<file path="src/rtl/spi_frame_scheduler_if.sv">
// Bus between the frame scheduler, the ADC channel holding registers and the
// SPI slave serializer. The scheduler is the master: it consumes channel
// samples and launches words into the serializer.
interface spi_frame_scheduler_if #(
    parameter int NUM_CH = 4
);
    logic [NUM_CH-1:0]    ch_valid;   // channel i holds a sample
    logic [16*NUM_CH-1:0] ch_data;    // sample of channel i at [16*i +: 16]
    logic [NUM_CH-1:0]    ch_ack;     // 1-cycle pulse: channel i word consumed
    logic                 tx_ready;   // serializer ready_for_data
    logic                 tx_start;   // serializer Indata_valid pulse
    logic [15:0]          tx_word;    // serializer unprocessed_MISO

    modport master (
        input  ch_valid,
        input  ch_data,
        input  tx_ready,
        output ch_ack,
        output tx_start,
        output tx_word
    );

    modport slave (
        output ch_valid,
        output ch_data,
        output tx_ready,
        input  ch_ack,
        input  tx_start,
        input  tx_word
    );
endinterface

</file>
<file path="src/rtl/spi_frame_scheduler.sv">
// spi_frame_scheduler: gathers one 16-bit sample per ready ADC channel and
// feeds the SPI slave serializer one frame per burst -- a header word
// {4'hA, seq, channel mask}, then each captured channel word in ascending
// channel order. Each word is launched only when the serializer is ready, and
// the serializer must drop ready within BUSY_TMO cycles or the frame aborts.
module spi_frame_scheduler #(
    parameter int NUM_CH   = 4,
    parameter int BUSY_TMO = 4
) (
    input  logic                  sclk,
    input  logic                  rst,
    input  logic                  enable,
    spi_frame_scheduler_if.master bus,
    output logic                  frame_active,
    output logic                  frame_done,
    output logic                  err_timeout
);
    localparam int CNT_W = (BUSY_TMO > 1) ? $clog2(BUSY_TMO) : 1;
    localparam int IDX_W = (NUM_CH > 1) ? $clog2(NUM_CH) : 1;

    if (NUM_CH < 1 || NUM_CH > 8) begin : g_bad_num_ch
        $error("spi_frame_scheduler: NUM_CH must be in 1..8");
    end
    if (BUSY_TMO < 1) begin : g_bad_busy_tmo
        $error("spi_frame_scheduler: BUSY_TMO must be at least 1");
    end

    typedef enum logic [1:0] {
        IDLE      = 2'd0,   // waiting for enable, a valid channel and a ready serializer
        WAIT_BUSY = 2'd1,   // word launched; waiting for the serializer to go busy
        WAIT_DONE = 2'd2    // serializer busy; waiting for it to finish the word
    } state_e;

    state_e              state_q, state_d;
    logic [CNT_W-1:0]    cnt_q, cnt_d;
    logic [NUM_CH-1:0]   mask_q, mask_d;
    logic [3:0]          seq_q, seq_d;
    logic [15:0]         tx_word_q, tx_word_d;
    logic                tx_start_q, tx_start_d;
    logic [NUM_CH-1:0]   ch_ack_q, ch_ack_d;
    logic                frame_active_q, frame_active_d;
    logic                frame_done_q, frame_done_d;
    logic                err_timeout_q, err_timeout_d;

    logic [IDX_W-1:0]    sel_idx;
    logic [NUM_CH-1:0]   sel_oh;
    logic [15:0]         sel_word;
    logic [7:0]          hdr_mask;

    // Pick the lowest pending channel of the frame and its sample word.
    always_comb begin
        sel_idx = '0;
        for (int i = NUM_CH - 1; i >= 0; i--) begin
            if (mask_q[i]) begin
                sel_idx = IDX_W'(i);
            end
        end
        sel_oh   = mask_q & (~mask_q + NUM_CH'(1));
        sel_word = bus.ch_data[{sel_idx, 4'b0000} +: 16];
    end

    // Zero-extend the live channel-valid snapshot into the header mask field.
    always_comb begin
        hdr_mask               = '0;
        hdr_mask[NUM_CH-1:0]   = bus.ch_valid;
    end

    // Frame sequencing: next state, next counters and next registered outputs.
    always_comb begin
        // NOTE: every variable gets a default before the case so no path leaves
        // it unassigned; a missing default here would infer a latch.
        state_d        = state_q;
        cnt_d          = cnt_q;
        mask_d         = mask_q;
        seq_d          = seq_q;
        tx_word_d      = tx_word_q;
        tx_start_d     = 1'b0;
        ch_ack_d       = '0;
        frame_active_d = frame_active_q;
        frame_done_d   = 1'b0;
        err_timeout_d  = err_timeout_q;

        unique case (state_q)
            IDLE: begin
                if (enable && (|bus.ch_valid) && bus.tx_ready) begin
                    mask_d         = bus.ch_valid;
                    tx_word_d      = {4'hA, seq_q, hdr_mask};
                    tx_start_d     = 1'b1;
                    frame_active_d = 1'b1;
                    cnt_d          = '0;
                    state_d        = WAIT_BUSY;
                end
            end

            WAIT_BUSY: begin
                if (!bus.tx_ready) begin
                    state_d = WAIT_DONE;
                end else if (cnt_q == CNT_W'(BUSY_TMO - 1)) begin
                    // Serializer never took the word: abandon the frame and
                    // leave the untransmitted channels un-acked.
                    err_timeout_d  = 1'b1;
                    frame_active_d = 1'b0;
                    mask_d         = '0;
                    cnt_d          = '0;
                    state_d        = IDLE;
                end else begin
                    cnt_d = cnt_q + CNT_W'(1);
                end
            end

            WAIT_DONE: begin
                if (bus.tx_ready) begin
                    if (|mask_q) begin
                        tx_word_d  = sel_word;
                        tx_start_d = 1'b1;
                        ch_ack_d   = sel_oh;
                        mask_d     = mask_q & ~sel_oh;
                        cnt_d      = '0;
                        state_d    = WAIT_BUSY;
                    end else begin
                        frame_done_d   = 1'b1;
                        frame_active_d = 1'b0;
                        seq_d          = seq_q + 4'd1;
                        state_d        = IDLE;
                    end
                end
            end

            default: begin
                state_d = IDLE;
            end
        endcase
    end

    // State and output registers with synchronous active-high reset.
    always_ff @(posedge sclk) begin
        // NOTE: reset is sampled on the clock edge, so it wins over any launch
        // or ack that would otherwise have happened in that same cycle.
        if (rst) begin
            state_q        <= IDLE;
            cnt_q          <= '0;
            mask_q         <= '0;
            seq_q          <= 4'd0;
            tx_word_q      <= 16'h0000;
            tx_start_q     <= 1'b0;
            ch_ack_q       <= '0;
            frame_active_q <= 1'b0;
            frame_done_q   <= 1'b0;
            err_timeout_q  <= 1'b0;
        end else begin
            // NOTE: non-blocking assignments so every register samples the
            // pre-edge values, independent of statement order.
            state_q        <= state_d;
            cnt_q          <= cnt_d;
            mask_q         <= mask_d;
            seq_q          <= seq_d;
            tx_word_q      <= tx_word_d;
            tx_start_q     <= tx_start_d;
            ch_ack_q       <= ch_ack_d;
            frame_active_q <= frame_active_d;
            frame_done_q   <= frame_done_d;
            err_timeout_q  <= err_timeout_d;
        end
    end

    assign bus.tx_start  = tx_start_q;
    assign bus.tx_word   = tx_word_q;
    assign bus.ch_ack    = ch_ack_q;
    assign frame_active  = frame_active_q;
    assign frame_done    = frame_done_q;
    assign err_timeout   = err_timeout_q;
endmodule

</file>
<file path="src/flat_wrapper.sv">
// flat-port wrapper written by rule: the top's interface ports become plain ports
module spi_frame_scheduler_flat 
#(
    parameter int NUM_CH   = 4,
    parameter int BUSY_TMO = 4
)
  (sclk, rst, enable, frame_active, frame_done, err_timeout, bus_ch_valid, bus_ch_data, bus_tx_ready, bus_ch_ack, bus_tx_start, bus_tx_word);
  spi_frame_scheduler_if #(.NUM_CH(NUM_CH)) bus_i ();
  input  logic sclk;
  input  logic rst;
  input  logic enable;
  output logic frame_active;
  output logic frame_done;
  output logic err_timeout;
  input wire logic [$bits(bus_i.ch_valid)-1:0] bus_ch_valid;
  input wire logic [$bits(bus_i.ch_data)-1:0] bus_ch_data;
  input wire logic [$bits(bus_i.tx_ready)-1:0] bus_tx_ready;
  output wire logic [$bits(bus_i.ch_ack)-1:0] bus_ch_ack;
  output wire logic [$bits(bus_i.tx_start)-1:0] bus_tx_start;
  output wire logic [$bits(bus_i.tx_word)-1:0] bus_tx_word;
  assign bus_i.ch_valid = bus_ch_valid;
  assign bus_i.ch_data = bus_ch_data;
  assign bus_i.tx_ready = bus_tx_ready;
  assign bus_ch_ack = bus_i.ch_ack;
  assign bus_tx_start = bus_i.tx_start;
  assign bus_tx_word = bus_i.tx_word;
  spi_frame_scheduler #(.NUM_CH(NUM_CH), .BUSY_TMO(BUSY_TMO)) u_core (.sclk(sclk), .rst(rst), .enable(enable), .bus(bus_i), .frame_active(frame_active), .frame_done(frame_done), .err_timeout(err_timeout));
endmodule
</file>
<file path="config.mk">
export PLATFORM = sky130hd
export DESIGN_NAME = spi_frame_scheduler_flat
export DESIGN_NICKNAME = d
export VERILOG_FILES = /design/src/rtl/spi_frame_scheduler_if.sv /design/src/rtl/spi_frame_scheduler.sv /design/src/flat_wrapper.sv
export SDC_FILE = /design/constraint.sdc
export NUM_CORES = 1
export LEC_CHECK = 0
export BUFFER_PORTS_ARGS = -buffer_cell sky130_fd_sc_hd__buf_2
export CAP_MARGIN = 40
export CORE_ASPECT_RATIO = 1.5
export CORE_MARGIN = 5
export CORE_UTILIZATION = 30
export DETAILED_ROUTE_END_ITERATION = 10
export GPL_ROUTABILITY_DRIVEN = 1
export PLACE_DENSITY_LB_ADDON = 0.2
export SKIP_CTS_REPAIR_TIMING = 1
export SKIP_LAST_GASP = 1
export SLEW_MARGIN = 20
export SYNTH_ARGS = -nofsm -noshare
export SYNTH_HDL_FRONTEND = slang
export SYNTH_SLANG_ARGS = --single-unit
</file>
<file path="constraint.sdc">
create_clock -name sclk -period 3.6 [get_ports sclk]
set_input_delay 0.72 -clock sclk [delete_from_list [all_inputs] [get_ports sclk]]
set_output_delay 0.72 -clock sclk [all_outputs]
set_load 0.01 [all_outputs]
</file>
==> impl_metrics.yaml, run 1 <==
drt:
  dr.pass1.iters: 4
  route.vias.total: 2191
  drt-total-wl_um: 6740
  detail_route.wl_per_cell_um: 15.4
  drc_errors: 0
  postRouteAntennaNets: 0
  drt_iter0_drc: 154
  vias_per_cell: 4.99
synth:
  ys_ff_latch: 36
  synth.area.top_cells: "dfxtp_1 (33%), mux4_2 (6.2%), a22o_1 (6.0%)"
  synth-edff-count: 0
  synth-async-reset-ratio_pct: 0
  syn_area_per_cell_um2: 8.78
  synth_cells: 249
  yosys.cell_types.count: 49
  synth_top_cell_by_area: "dfxtp_1"
  synth.net_count: 327
  netlist_area_um2: 2190
  ys_warn_count: 0
  seq_area_frac_synth_pct: 33.0
  synth_ff_type: "dfxtp_1"
  synth.top_cell.area_share_pct: 33.0
sta:
  setup_violations: 0
  relSlewSlack_pct: 43.6
  fmax_ghz: 0.400
  worst_slack_ns: 1.10
  rsz0062_at_grt: "false"
  finalMaxSlewViolations: 0
  holdWs_ns: 0.480
  worstMarginPinSlew_ns: 0.846
  fin_setup_tns_ns: 0
  clock_skew_ns: 0.00998
  fin_crit_sh_pct: 69.4
  final_hold_viol_count: 0
  post-route-min-period_ns: 2.50
clock_tree:
  cts_tree: "yes"
  clockRootBuffer: "clkbuf_8"
  clk_pin_slew_ns: 0.08
  cts.sinks: 36
  clock_latency_ns: 0.29
  htreeDepth: 2
  ctsLongestPathBuffers: 2
  cts_made_buffers: 5
power:
  switching_power_uw: 500
  ir_drop_uv: 245
  p_leak_uw: 0.00131
  pwr-share-seq_pct: 36.1
  combinationalPowerShare_pct: 38.2
  internal_power_uw: 889
  powerDensity_nw_per_um2: 490
  clockPowerShare_pct: 25.6
  switching_share_pct: 36.0
min_path:
  min_path_type: "reg -> reg"
layout:
  final_common_cell: "buf_2"
  stdcell_count: 439
  final_cell_mix: "buf_2 (96), dfxtp_1 (36), inv_1 (30)"
  final-seq-area_um2: 721
  nets: 416
  antennaDiodeCount: 0
  multi_input_area_um2: 1270
  area_delta_synth_final_pct: 29.5
  drive_gt1_share_pct: 35.4
  fillCellCount: 743
placement:
  place.gp.congestion: 0.765
  dp_cells: 430
  port_buffers: 95
  place.detailed.hpwl_um: 5390
  place_ws_ns: 1.14
floorplanning:
  dieArea_um2: 9130
  start_util_pct: 30.5
  io_pins: 96
  coreArea_um2: 7180
  die_h_um: 115
  die_w_um: 79.7
  row_count: 38
global_route:
  antenna_found_initial: 0
  gr-total-overflow: 0
  grt_pass1_vias: 2160
  gr-usage-all-layers_pct: 14.8
  grt_max_degree: 32
  grt_pass1_wl_um: 10800
setup_path:
  cp.required_ns: 3.79
  cp.arrival_ns: 2.69
  cp-end-kind: "flip-flop"
  critPathKind: "reg -> reg"
  startpoint_type: "flip-flop"
  worstPathMaxFanout: 21
flow_run:
  drv_cap: 0
status:
  outcome: "completed"
## power by group through the flow
stage / Clock [uW] / Combinational (uW) / Sequential (uW)
finish: 355 / 531 / 502
global placement: 0 / 529 / 512
floorplan: 0 / 384 / 498
CTS: 363 / 535 / 502
detailed placement: 0 / 534 / 511
global route: 387 / 590 / 511
## logic make-up after synthesis
| family | Yosys count | share of synthesized area (%) |
|---|---|---|
| compound gates | 85 | 30.0 |
| simple gates | 68 | 17.4 |
| buf+inv | 45 | 8.75 |
| flops | 36 | 33.0 |
| mux | 7 | 6.64 |
| fa+ha+maj | 6 | 3.43 |
| xor+xnor | 2 | 0.801 |
## state kept, by name, indices dropped and copies added, names as in the netlist
signal,count
u_core.bus.ch_ack,4
u_core.bus.tx_start,1
u_core.bus.tx_word,16
u_core.cnt_q,2
u_core.err_timeout,1
u_core.frame_active,1
u_core.frame_done,1
u_core.mask_q,4
u_core.seq_q,4
u_core.state_q,2
## critical path: stages (launching register included)
cell and delay [ns]:
dfxtp_1 0.34, inv_1 0.09, ha_1 0.60, nor2_1 0.15, a21oi_1 0.69, a21oi_2 0.24
a22o_1 0.28
## metrics by stage
step	instance area [um2]	util, %	total power, uW
2_1_floorplan	2190	-	882
3_3_place_gp	2720	37.8	1040
3_5_place_dp	2720	37.8	1040
4_1_cts	2830	39.4	1400
5_1_grt	2830	39.5	1490
6_report	2830	39.5	1390
## area by class of cell
cell class / count / share of cell area [%]
clock buffers: 5 / 2.43
clock inverters: 3 / 1.50
inverters: 30 / 3.98
multi-input cells: 168 / 45.0
flip-flops and latches: 36 / 25.4
well taps: 100 / 4.42
repair buffers: 97 / 17.2
## cell usage after synthesis (2+ instances only)
master	number
ha_1	6
a22o_1	15
clkbuf_1	8
and2_1	2
a21oi_1	18
mux4_2	6
a31oi_1	2
nand3b_1	3
o21ai_0	13
nor2_1	12
a2111oi_0	2
inv_1	30
a21oi_2	2
dfxtp_1	36
xor2_1	2
nand4_1	3
a21o_1	2
or3_1	3
nor3_1	7
buf_6	2
buf_2	2
nand3_1	4
nor2b_1	7
nand2b_1	3
nand2_1	15
a311oi_1	11
o2111ai_1	2
a32o_1	3
a221o_1	8
## final timing paths
check	start	to	slack [ns]	cells after the start
setup reg to reg	u_core.state_q[0]$_SDFFE_PP0P_	u_core.bus.tx_word[6]$_SDFFE_PP0P_	1.10	6
hold reg to reg	u_core.err_timeout$_SDFFE_PP0P_	u_core.err_timeout$_SDFFE_PP0P_	0.48	2
setup / recovery	u_core.state_q[0]$_SDFFE_PP0P_	u_core.bus.tx_word[6]$_SDFFE_PP0P_	1.10	6
hold / removal	u_core.err_timeout$_SDFFE_PP0P_	u_core.err_timeout$_SDFFE_PP0P_	0.48	2
## metal layers
layer | track usage (%) | share of wire, %
met5 | 0 | 0
met3 | 2.60 | 5.2
met2 | 26.0 | 51
met4 | 3.78 | 1.3
met1 | 18.4 | 42
(Power assumes the default switching activity.)
==> run 2, diff against run 1 <==
clock period = 2.2 ns   (was 3.6 ns; I/O delays follow)
==> run 2 against run 1 <==
Net effect:
- core utilization increased by 1.0 points
- clock skew decreased by 0.0082 ns
- non-clock buffer count increased by 10
- first-iteration DRC count decreased by 22%
- global-route usage increased by 0.38 points
==> impl_metrics.yaml, run 2 (synthesis gave the netlist of run 1 again) <==
sta:
  fin_setup_tns_ns: 0
  final_hold_viol_count: 0
  worstMarginPinSlew_ns: 0.716
  rsz0062_at_grt: "false"
  setup_violations: 0
  fin_crit_sh_pct: 88.7
  fmax_ghz: 0.512
  finalMaxSlewViolations: 0
  relSlewSlack_pct: 51.9
  post-route-min-period_ns: 1.95
  clock_skew_ns: 0.00183
power:
  combinationalPowerShare_pct: 41.7
  switching_power_uw: 804
  internal_power_uw: 1440
  switching_share_pct: 35.8
  p_leak_uw: 0.00136
  pwr-share-seq_pct: 36.0
  clockPowerShare_pct: 22.2
  powerDensity_nw_per_um2: 773
  ir_drop_uv: 354
flow_run:
  drv_cap: 0
setup_path:
  ff2ff_setup_slack_ns: 0.25
  regToRegEndpoint: "u_core.bus.tx_word[7]$_SDFFE_PP0P_"
  cp.required_ns: 2.42
  cp-end-kind: "flip-flop"
  ff2ff_path_depth: 4
  worstPathMaxFanout: 11
  critPathKind: "reg -> reg"
  cp.arrival_ns: 2.17
  crit_start: "u_core.mask_q[0]$_SDFFE_PP0P_"
  timing.rr.start: "u_core.mask_q[0]$_SDFFE_PP0P_"
  startpoint_type: "flip-flop"
min_path:
  min_path_type: "in -> reg"
  worstHoldStart: "bus_ch_valid[2]"
  min_path_cells: 2
  whs_endpoint: "u_core.mask_q[2]$_SDFFE_PP0P_"
floorplanning:
  start_util_pct: 30.5
  coreArea_um2: 7180
  io_pins: 96
  row_count: 38
  die_h_um: 115
  dieArea_um2: 9130
  die_w_um: 79.7
global_route:
  antenna_found_initial: 0
  gr-total-overflow: 0
  grt_max_degree: 31
  grt_pass1_wl_um: 11100
  grt_pass1_vias: 2209
  gr-usage-all-layers_pct: 15.2
layout:
  drive_gt1_share_pct: 37.1
  final_cell_area_um2: 2910
  area_delta_synth_final_pct: 32.8
  largest_register_ffs: 16
  final_common_cell: "buf_2"
  final_cell_mix: "buf_2 (96), dfxtp_1 (36), inv_1 (30)"
  antennaDiodeCount: 0
  fillCellCount: 767
  final_util_pct: 40.5
  nets: 426
drt:
  postRouteAntennaNets: 0
  route.vias.total: 2186
  dr_wl_met2_um: 3520
  drt-total-wl_um: 6910
  dr.pass1.iters: 4
  drc_errors: 0
  drt_iter0_drc: 120
  vias_per_cell: 4.88
  top_layer_used: "met4"
  detail_route.wl_per_cell_um: 15.4
  wl_met3_um: 385
  wl_met1_um: 2940
clock_tree:
  clk_pin_slew_ns: 0.07
  cts_tree: "yes"
  clockRootBuffer: "clkbuf_8"
  htreeDepth: 2
  cts_made_buffers: 5
  cts.sinks: 36
  clock_latency_ns: 0.28
  ctsLongestPathBuffers: 2
placement:
  port_buffers: 95
  place_area_um2: 2810
  place.gp.congestion: 0.780
  place.detailed.hpwl_um: 5530
status:
  outcome: "completed"
==> run 2: cell types whose count changed in the layout (fill, tap and decap cells not counted), sizes merged <==
| cell | change |
|---|---|
| buf | +10 |
| bufinv | -1 |
| clkbuf | +2 |
| clkinv | -1 |
| clkinvlp | -1 |
==> run 2: area by class of cell <==
class | count | area (um2) | share of cell area, %
tap | 100 | 125 | 4.31
inverter | 30 | 113 | 3.88
sequential | 36 | 721 | 24.8
timing repair buffer | 107 | 576 | 19.8
multi-input combinational | 168 | 1270 | 43.9
clock buffer | 7 | 96.3 | 3.32
==> run 2: power groups by stage <==
stage	clock network, uW	registers (uW)	logic [uW]
after detailed placement	0	823	943
final	500	809	938
after global placement	0	823	934
after CTS	521	808	946
after floorplan	0	815	628
after global routing	550	820	1030
==> run 2: worst max path at each step <==
stage | endpoint | cells after the start
finish | u_core.bus.tx_word[7]$_SDFFE_PP0P_ | 4
global route | u_core.mask_q[1]$_SDFFE_PP0P_ | 7
CTS | u_core.bus.tx_word[7]$_SDFFE_PP0P_ | 4
detailed placement | u_core.bus.tx_word[4]$_SDFFE_PP0P_ | 5
global placement | u_core.bus.tx_word[0]$_SDFFE_PP0P_ | 6
floorplan | u_core.bus.tx_word[0]$_SDFFE_PP0P_ | 5
==> run 2: critical path, cell delays in order (launching register included) <==
cell	delay, ns
dfxtp_1	0.59
nor4_4	0.15
nand3b_1	0.29
nor3_1	0.61
a22o_1	0.25
==> run 2: through the flow <==
stage / worst slack [ns] / hold WS [ns] / std cells / power (uW)
2_1_floorplan: 0.370 / 0.453 / 249 / 1440
3_3_place_gp: 0.131 / 0.453 / 440 / 1760
3_5_place_dp: 0.159 / 0.459 / 441 / 1770
4_1_cts: 0.231 / 0.448 / 448 / 2280
5_1_grt: 0.0410 / 0.453 / 448 / 2400
6_report: 0.248 / 0.459 / 448 / 2250
==> run 2: per-layer routing <==
metal | up-vias | track usage, %
met5 | - | 0
met4 | 0 | 4.13
met3 | 4 | 3.07
met2 | 61 | 26.4
met1 | 1002 | 18.8
li1 | 1119 | -
==> run 3, diff against run 2 <==
==> constraint.sdc (replaced) <==
create_clock -name sclk -period 2.2 [get_ports sclk]
set_input_delay 0.22 -clock sclk [delete_from_list [all_inputs] [get_ports sclk]]
set_output_delay 0.22 -clock sclk [all_outputs]
set_load 0.01 [all_outputs]
==> run 3 against run 2 <==
Net effect:
- combinational power decreased by 0.9%
- clock power rose by 17%
- maximum frequency up 0.25%
- critical path depth up 2
- first-iteration DRC count down 5.8%
- global-route usage decreased by 0.065 points
- critical path type unchanged
- highest routed layer unchanged
==> impl_metrics.yaml, run 3 (synthesis gave the netlist of run 1 again) <==
clock_tree:
  cts_tree: "yes"
  cts.sinks: 36
  clk_pin_slew_ns: 0.08
  ctsLongestPathBuffers: 2
  clock_latency_ns: 0.29
  clockRootBuffer: "clkbuf_8"
  cts_made_buffers: 5
  htreeDepth: 2
layout:
  area_delta_synth_final_pct: 33.3
  nets: 427
  final_cell_mix: "buf_2 (96), dfxtp_1 (36), inv_1 (30)"
  final_common_cell: "buf_2"
  drive_gt1_share_pct: 37.4
  largest_register_ffs: 16
  antennaDiodeCount: 0
  fillCellCount: 728
  final_util_pct: 40.6
power:
  switching_share_pct: 35.7
  pwr-share-seq_pct: 34.7
  ir_drop_uv: 307
  clockPowerShare_pct: 25.2
  p_leak_uw: 0.00137
  switching_power_uw: 829
  internal_power_uw: 1490
  powerDensity_nw_per_um2: 797
  combinationalPowerShare_pct: 40.0
sta:
  final_hold_viol_count: 0
  rsz0062_at_grt: "false"
  clock_skew_ns: 0.00757
  setup_violations: 0
  post-route-min-period_ns: 1.95
  finalMaxSlewViolations: 0
  relSlewSlack_pct: 52.3
  fin_crit_sh_pct: 88.5
  fin_setup_tns_ns: 0
  worstMarginPinSlew_ns: 0.710
  fmax_ghz: 0.514
drt:
  drt-total-wl_um: 6960
  dr.pass1.iters: 6
  detail_route.wl_per_cell_um: 15.5
  route.vias.total: 2245
  drt_iter0_drc: 113
  vias_per_cell: 4.99
  postRouteAntennaNets: 0
  drc_errors: 0
placement:
  place.gp.congestion: 0.843
  port_buffers: 95
  place.detailed.hpwl_um: 5570
setup_path:
  critPathKind: "reg -> reg"
  worstPathMaxFanout: 10
  crit_chain: "inv_1 > ha_1 > buf_4 > nand3b_1 > nor3_1 > a22o_1"
  cpPeakStageDelay_ns: 0.59
  startpoint_type: "flip-flop"
  cp.required_ns: 2.44
  timing.rr.start: "u_core.state_q[0]$_SDFFE_PP0P_"
  critPathSlowestCell: "nor3_1"
  regToRegEndpoint: "u_core.bus.tx_word[7]$_SDFFE_PP0P_"
  cp-end-kind: "flip-flop"
  cp.arrival_ns: 2.18
  ff2ff_path_depth: 6
  ff2ff_setup_slack_ns: 0.25
global_route:
  grt_pass1_vias: 2205
  antenna_found_initial: 0
  gr-usage-all-layers_pct: 15.1
  grt_pass1_wl_um: 11000
  gr-total-overflow: 0
  grt_max_degree: 32
min_path:
  whs_endpoint: "u_core.mask_q[1]$_SDFFE_PP0P_"
  min_path_type: "in -> reg"
  min_path_cells: 2
  worstHoldStart: "bus_ch_valid[1]"
floorplanning:
  die_w_um: 79.7
  start_util_pct: 30.5
  io_pins: 96
  row_count: 38
  die_h_um: 115
  dieArea_um2: 9130
  coreArea_um2: 7180
status:
  outcome: "completed"
flow_run:
  drv_cap: 0
run 3: changes by cell type in the layout (fill, tap and decap cells not counted):
cell        change
clkinvlp_4      +1
clkinv_2        +1
clkbuf_8        -2
buf_4           +2
buf_12          -1
bufinv_16       +1
run 3: through the flow:
step / cell area (um2) / cells / power (uW) / hold slack, ns / worst slack [ns]
after CTS: 2920 / 450 / 2350 / 0.227 / 0.222
after global routing: 2920 / 450 / 2470 / 0.249 / 0.0711
after floorplan: 2190 / 249 / 1440 / 0.374 / 0.431
after global placement: 2800 / 441 / 1750 / 0.454 / 0.227
final: 2920 / 450 / 2320 / 0.242 / 0.253
after detailed placement: 2800 / 442 / 1760 / 0.454 / 0.245
run 3: per-layer routing:
layer	vias up	share of wire, %	global-route usage [%]
li1	1122	-	-
met1	1054	40	18.2
met5	-	0	0
met3	9	5.3	2.60
met2	60	54	27.3
met4	0	0.92	3.78
run 3: critical path: cells and delay by family, from the launching register on:
| family | cells | cell delay [ns] |
|---|---|---|
| and+or+nand+nor | 2 | 0.76 |
| AOI/OAI and AO/OA | 1 | 0.25 |
| DFF | 1 | 0.34 |
| adders and majority gates | 1 | 0.26 |
| buffers and inverters | 2 | 0.29 |
run 3: worst max-delay path by stage:
stage | from | end | slack [ns] | cells past startpoint
floorplan | u_core.mask_q[2]$_SDFFE_PP0P_ | u_core.bus.tx_word[7]$_SDFFE_PP0P_ | 0.43 | 6
finish | u_core.state_q[0]$_SDFFE_PP0P_ | u_core.bus.tx_word[7]$_SDFFE_PP0P_ | 0.25 | 6
detailed placement | u_core.state_q[0]$_SDFFE_PP0P_ | u_core.bus.tx_word[7]$_SDFFE_PP0P_ | 0.25 | 6
CTS | u_core.state_q[0]$_SDFFE_PP0P_ | u_core.bus.tx_word[7]$_SDFFE_PP0P_ | 0.22 | 6
global placement | u_core.state_q[0]$_SDFFE_PP0P_ | u_core.bus.tx_word[11]$_SDFFE_PP0P_ | 0.23 | 6
global route | u_core.state_q[0]$_SDFFE_PP0P_ | u_core.bus.tx_word[7]$_SDFFE_PP0P_ | 0.07 | 6
run 3: layout make-up:
| type | instances | area, um2 | share of cell area, % |
|---|---|---|---|
| repair buffers | 108 | 571 | 19.6 |
| clock inverters | 3 | 42.5 | 1.46 |
| flip-flops and latches | 36 | 721 | 24.7 |
| well taps | 100 | 125 | 4.29 |
| inverters | 30 | 113 | 3.86 |
| clock buffers | 5 | 68.8 | 2.36 |
| multi-input cells | 168 | 1270 | 43.7 |
run 3: power by group through the flow:
| stage | clock (uW) | sequential (uW) | combinational, uW |
|---|---|---|---|
| after floorplan | 0 | 815 | 628 |
| after global placement | 0 | 819 | 934 |
| after detailed placement | 0 | 822 | 939 |
| after CTS | 604 | 807 | 940 |
| after global routing | 633 | 817 | 1020 |
| final | 586 | 807 | 930 |
